[config.mk]
export PLATFORM = sky130hd
export DESIGN_NAME = mem_uart_ctrl
export DESIGN_NICKNAME = d
export VERILOG_FILES = /design/src/rtl/mem_uart_pkg.sv /design/src/rtl/mem_uart_arb.sv /design/src/rtl/mem_uart_ctrl.sv
export SDC_FILE = /design/constraint.sdc
export NUM_CORES = 1
export LEC_CHECK = 0
export ABC_AREA = 1
export CAP_MARGIN = 20
export CORE_MARGIN = 2
export CORE_UTILIZATION = 47
export CTS_CLUSTER_DIAMETER = 120
export DETAILED_ROUTE_END_ITERATION = 12
export PLACE_DENSITY = 0.82
export SYNTH_ARGS = -nofsm -noshare
export SYNTH_HDL_FRONTEND = slang
export SYNTH_SLANG_ARGS = --single-unit
[constraint.sdc]
create_clock -name clk -period 2.85 [get_ports clk]
set_clock_uncertainty 0.1 [all_clocks]
set_input_delay 0.7125 -clock clk [delete_from_list [all_inputs] [get_ports clk]]
set_output_delay 0.7125 -clock clk [all_outputs]
set_load 0.05 [all_outputs]
[src/rtl/mem_uart_pkg.sv]
// Shared definitions for the serial memory-link controller: FSM states,
// header bit positions and the 7-bit/MSB byte formatting helpers.
package mem_uart_pkg;

    typedef enum logic [2:0] {
        ST_IDLE,
        ST_HDR,
        ST_ADDR,
        ST_WDATA,
        ST_RDATA,
        ST_ACK
    } state_t;

    localparam int HDR_START  = 7;
    localparam int HDR_RD     = 6;
    localparam int HDR_LEN_HI = 1;
    localparam int HDR_LEN_LO = 0;
    localparam int ADDR_BYTES = 5;

    // Low seven bits of byte k of a word; bit 7 stays clear so it never looks like a header.
    function automatic logic [7:0] seg_byte(input logic [31:0] w, input logic [2:0] k);
        logic [31:0] sh;
        sh = w >> {k, 3'b000};
        return {1'b0, sh[6:0]};
    endfunction

    // Collects the bit-7 of each byte; bytes above len contribute 0.
    function automatic logic [7:0] msb_byte(input logic [31:0] w, input logic [1:0] len);
        return {4'b0000,
                w[31] & (len == 2'd3),
                w[23] & (len >= 2'd2),
                w[15] & (len >= 2'd1),
                w[7]};
    endfunction

endpackage

[src/rtl/mem_uart_arb.sv]
// Two-port grant logic for the memory link. Define MEM_ARB_RR_EN for
// round-robin ties; otherwise the data port always wins.
module mem_uart_arb (
    input  logic clk,
    input  logic rst,
    input  logic if_req,
    input  logic d_req,
    input  logic grant,
    output logic req_any,
    output logic sel_if,
    output logic owner_if
);

    logic favour_if;

`ifdef MEM_ARB_RR_EN
    // NOTE: sequential state uses non-blocking assignments so every flop samples pre-edge values.
    always_ff @(posedge clk) begin
        if (rst) begin
            favour_if <= 1'b0;
        end else if (grant && req_any) begin
            favour_if <= ~sel_if;
        end
    end
`else
    assign favour_if = 1'b0;
`endif

    assign req_any = if_req | d_req;
    assign sel_if  = if_req & (~d_req | favour_if);

    // Remembers who owns the current transaction so the ack is routed correctly.
    always_ff @(posedge clk) begin
        if (rst) begin
            owner_if <= 1'b0;
        end else if (grant && req_any) begin
            owner_if <= sel_if;
        end
    end

endmodule

[src/rtl/mem_uart_ctrl.sv]
// Serialises one granted fetch/data request onto the UART memory link and
// assembles read replies. Arbitration variant selected by MEM_ARB_RR_EN.
module mem_uart_ctrl
    import mem_uart_pkg::*;
#(
    parameter int ADDR_W = 32
) (
    input  logic              clk,
    input  logic              rst,
    input  logic              if_req,
    input  logic [ADDR_W-1:0] if_addr,
    input  logic [1:0]        if_len,
    output logic              if_ack,
    output logic [31:0]       if_rdata,
    input  logic              d_req,
    input  logic              d_we,
    input  logic [ADDR_W-1:0] d_addr,
    input  logic [1:0]        d_len,
    input  logic [31:0]       d_wdata,
    output logic              d_ack,
    output logic [31:0]       d_rdata,
    output logic              send_flag,
    output logic [7:0]        send_data,
    input  logic              sendable,
    output logic              recv_flag,
    input  logic [7:0]        recv_data,
    input  logic              recvable,
    output logic              busy
);

    localparam logic [2:0] ADDR_LAST = 3'(ADDR_BYTES - 1);

    state_t            state, next_state;
    logic [2:0]        cnt;
    logic              we_q;
    logic [1:0]        len_q;
    logic [ADDR_W-1:0] addr_q;
    logic [31:0]       wdata_q;
    logic [31:0]       rdata_q;
    logic [2:0]        len_p1;
    logic [7:0]        hdr;
    logic              req_any, sel_if, owner_if, rx_fire, grant;

    assign grant = (state == ST_IDLE);

    mem_uart_arb u_arb (
        .clk      (clk),
        .rst      (rst),
        .if_req   (if_req),
        .d_req    (d_req),
        .grant    (grant),
        .req_any  (req_any),
        .sel_if   (sel_if),
        .owner_if (owner_if)
    );

    assign len_p1  = {1'b0, len_q} + 3'd1;
    // RX is drained in every state; only RDATA keeps the bytes.
    assign recv_flag = ~rst;
    assign rx_fire   = recv_flag & recvable;

    always_comb begin
        hdr                        = 8'h00;
        hdr[HDR_START]             = 1'b1;
        hdr[HDR_RD]                = ~we_q;
        hdr[HDR_LEN_HI:HDR_LEN_LO] = len_q;
    end

    // NOTE: every always_comb output gets a default first, so no path can infer a latch.
    always_comb begin
        next_state = state;
        send_flag  = 1'b0;
        send_data  = 8'h00;
        unique case (state)
            ST_IDLE: if (req_any) next_state = ST_HDR;
            ST_HDR: begin
                send_flag = 1'b1;
                send_data = hdr;
                if (sendable) next_state = ST_ADDR;
            end
            ST_ADDR: begin
                send_flag = 1'b1;
                send_data = (cnt == ADDR_LAST) ? msb_byte(addr_q, 2'd3) : seg_byte(addr_q, cnt);
                if (sendable && cnt == ADDR_LAST) next_state = we_q ? ST_WDATA : ST_RDATA;
            end
            ST_WDATA: begin
                send_flag = 1'b1;
                send_data = (cnt == len_p1) ? msb_byte(wdata_q, len_q) : seg_byte(wdata_q, cnt);
                if (sendable && cnt == len_p1) next_state = ST_ACK;
            end
            ST_RDATA: if (rx_fire && cnt == {1'b0, len_q}) next_state = ST_ACK;
            ST_ACK:   next_state = ST_IDLE;
            default:  next_state = ST_IDLE;
        endcase
    end

    // NOTE: the request latches are reset too, so an aborted frame leaves no stale payload behind.
    always_ff @(posedge clk) begin
        if (rst) begin
            state   <= ST_IDLE;
            cnt     <= 3'd0;
            we_q    <= 1'b0;
            len_q   <= 2'd0;
            addr_q  <= '0;
            wdata_q <= 32'h0;
            rdata_q <= 32'h0;
        end else begin
            state <= next_state;
            if (state != next_state) begin
                cnt <= 3'd0;
            end else if ((send_flag && sendable) || (state == ST_RDATA && rx_fire)) begin
                cnt <= cnt + 3'd1;
            end
            if (state == ST_IDLE && req_any) begin
                we_q    <= sel_if ? 1'b0 : d_we;
                len_q   <= sel_if ? if_len : d_len;
                addr_q  <= sel_if ? if_addr : d_addr;
                wdata_q <= sel_if ? 32'h0 : d_wdata;
                rdata_q <= 32'h0;
            end else if (state == ST_RDATA && rx_fire) begin
                rdata_q[{cnt[1:0], 3'b000} +: 8] <= recv_data;
            end
        end
    end

    assign if_ack   = (state == ST_ACK) &  owner_if;
    assign d_ack    = (state == ST_ACK) & ~owner_if;
    assign if_rdata = if_ack ? rdata_q : 32'h0;
    assign d_rdata  = d_ack  ? rdata_q : 32'h0;
    assign busy     = (state != ST_IDLE);

endmodule

==> reports/qor.csv, run 1 <==
metric,value,unit
ys_ff_latch,106,
numCtsBuffers,9,
grt_usage,26.0,%
synth_top_area_cell,dfxtp_1,
switching_power,1.15,mW
switching_share,29.3,%
utilization,74.7,%
yosys-top-cells-count,"inv_1, nor2_1, dfxtp_1, o21ai_0, nand3_1",
max_stage_delay,0.36,ns
pwr-share-seq,41.9,%
clkTransAtPathRegs,0.08,ns
area_growth,54.7,%
yosysUniqueCellTypes,34,
synth_edf_count,0,
syn-num-nets,929,
min_path_type,reg -> reg,
hp-start,addr_q[20],
power.share.clock,35.4,%
die_width,115,µm
worst-path-buf-inv,3,
fp.coreArea,12000,µm²
worst-path-stages,11,
r2r-start,cnt[0],
grt_pass1_vias,5816,
worst_pin_slew,0.624,ns
finalWirelength,17100,µm
fillers,875,
grt_pass1_wl,27600,µm
yosys_warnings,0,
fmax,353,MHz
p_int,2.76,mW
p_total,3.91,mW
whs_path_depth,2,
final_hold_viol_count,0,
synthesis.area,5800,µm²
comb_power_share,22.7,%
clock-sinks,106,
cts_tree,yes,
register_area,2130,µm²
setup_viol_count_final,0,
die_y,115,µm
dp_cells,1114,
overflow,0,
critPathMaxFanout,6,
crit_chain,"inv_1, ha_4, inv_1, nand2_1, nand2_2, nor2_4, nand2_4, o21ai_1, nand2_1, nand2_2, buf_6",
worst_setup_path_end_kind,output port,
syn_area_per_cell,7.19,µm²
slew_headroom,58.2,%
wl_per_cell,15.0,µm
grt_antenna_before_repair,0,
clock_latency,0.35,ns
outcome,completed,
placed_area,8510,µm²
yosysSeqAreaShare,36.6,%
cts_buffer_depth,2,
yosys_most_used_dff,dfxtp_1,
finalNetCount,1107,
grt_setup_unrepaired,yes,
root_buffer,clkbuf_16,
fin_crit,2.83,ns
hpwlAfterDp,12900,µm
drc,0,
die_area,13200,µm²
r2r.worst_path.cells,6,
yosysTopAreaCellShare,36.6,%
required,2.04,ns
ir_drop,0.308,mV
multi_input_area,2870,µm²
netlist_instances,806,
cp.arrival,2.02,ns
rows,40,
gp_congestion,0.937,
port_buffers,191,
pin_count,192,
power_density,436,nW/µm²
cts_htree_levels,3,
worstSetupPathType,reg -> out,
num_vias,6012,
dr.pass1.iters,6,
finish.instance_area,8970,µm²
grt_max_degree,51,
drt_iter0_markers,452,
p_leak,3.72,nW
cp-startpoint,len_q[1],
maxSlewViolCount,0,
crit_path_start_kind,flop,
start_util,48.3,%
yosysMostFrequentCell,inv_1,
slowest_stage,dfxtp_4,
antenna_cells,0,
timing.final.crit_share,99.3,%
synthArstFlopShare,0,%
cap_viol_max_count,0,
yosys-top-cells-area,"dfxtp_1, inv_1, nor2_1",
instances_no_fill,1136,
via_per_inst,5.29,
path_delay_family,simple AND/OR/NAND/NOR gates,
ant_nets,0,
drive_gt1_share,20.2,%
==> cell type report <==
class                           instances  share of cell area [%]
Clock inverter                          7                    1.23
Sequential cell                       106                    23.8
Tap cell                              147                    2.05
Multi-Input combinational cell        489                    32.0
Inverter                              161                    6.84
Clock buffer                            9                    2.51
Timing Repair Buffer                  217                    31.6
==> cell usage in the layout, fill, tap and decap left out, types with 11 or more instances in the layout <==
| cell | n |
|---|---|
| nor2_1 | 118 |
| a211oi_1 | 13 |
| dfxtp_1 | 102 |
| buf_12 | 72 |
| nand3_1 | 62 |
| a21oi_1 | 37 |
| o22ai_1 | 32 |
| inv_1 | 157 |
| nand2_1 | 46 |
| o21ai_0 | 67 |
| a211oi_2 | 13 |
| clkdlybuf4s50_1 | 114 |
| mux2_2 | 32 |
| nand2_2 | 11 |
| buf_4 | 28 |
==> per-layer routing <==
metal	global-route usage (%)	vias to the layer above	wire length [µm]
met3	4.80	44	1220
met2	46.8	289	8600
met1	30.7	2708	6790
met5	0	-	0
li1	-	2971	-
met4	9.80	0	459
==> power groups by stage <==
| stage | sequential [mW] | combinational, mW | clock (mW) |
|---|---|---|---|
| after floorplan | 1.65 | 0.498 | 0 |
| after global routing | 1.65 | 0.960 | 1.46 |
| after CTS | 1.64 | 0.861 | 1.40 |
| after detailed placement | 1.67 | 0.830 | 0 |
| after global placement | 1.66 | 0.816 | 0 |
| final | 1.64 | 0.887 | 1.38 |
==> logic make-up after synthesis <==
family,count (synthesis),share of synthesized area (%)
adder cells (fa/ha/maj),8,1.73
XOR/XNOR,2,0.302
buffers and inverters,212,15.0
AND/OR/NAND/NOR,258,20.0
AO/OA/AOI/OAI,188,20.2
multiplexers,32,6.22
flip-flops,106,36.6
==> final timing paths <==
kind	slack, ns	end
worst max-delay path	0.02	send_data[0]
worst min-delay path	0.38	addr_q[20]
worst max register to register	0.91	rdata_q[2]
worst min register to register	0.38	addr_q[20]
==> state kept, by name, summed over array words and instances, names as in the netlist <==
register,count
addr_q,32
rdata_q,32
wdata_q,32
cnt,3
state,3
len_q,2
u_arb.owner_if,1
we_q,1
==> what timing repair did <==
item                       CTS  global route
pin swaps                    1             5
hold buffers                 0             0
gates resized for setup     14            16
setup buffers                3             2
setup endpoints to repair    7             7
cloned                       1             0
==> per-stage QoR <==
stage	TNS, ns	hold slack (ns)	worst slack, ns
2_1_floorplan	-19.80	0.345	-0.321
3_3_place_gp	0	0.359	0.122
3_5_place_dp	0	0.369	0.101
4_1_cts	0	0.380	0.0108
5_1_grt	-0.270	0.407	-0.0926
6_report	0	0.380	0.0205
==> worst reg2reg max path, delay by kind of cell (launching register included) <==
kind / cells / cell delay [ns]
simple gates: 1 / 0.41
flops: 1 / 0.38
buf+inv: 2 / 0.35
fa+ha+maj: 1 / 0.31
compound gates: 2 / 0.31
Note: power is estimated with default switching activity, not from simulation.
==> run 2: changes to the inputs <==
--- a/config.mk
+++ b/config.mk
@@ -6,12 +6,12 @@
 export NUM_CORES = 1
 export LEC_CHECK = 0
 export ABC_AREA = 1
-export CAP_MARGIN = 20
 export CORE_MARGIN = 2
 export CORE_UTILIZATION = 47
 export CTS_CLUSTER_DIAMETER = 120
 export DETAILED_ROUTE_END_ITERATION = 12
 export PLACE_DENSITY = 0.82
+export SLEW_MARGIN = 20
 export SYNTH_ARGS = -nofsm -noshare
 export SYNTH_HDL_FRONTEND = slang
 export SYNTH_SLANG_ARGS = --single-unit
==> results of run 2 <==
The final DEF is identical to that of run 1; final timing and power are the same.
==> run 3: changes to the inputs <==
--- a/config.mk
+++ b/config.mk
@@ -6,6 +6,7 @@
 export NUM_CORES = 1
 export LEC_CHECK = 0
 export ABC_AREA = 1
+export ABC_CLOCK_PERIOD_IN_PS = 2850
 export CORE_MARGIN = 2
 export CORE_UTILIZATION = 47
 export CTS_CLUSTER_DIAMETER = 120
==> results of run 3 <==
The final DEF is identical to that of run 1; final timing and power are the same.
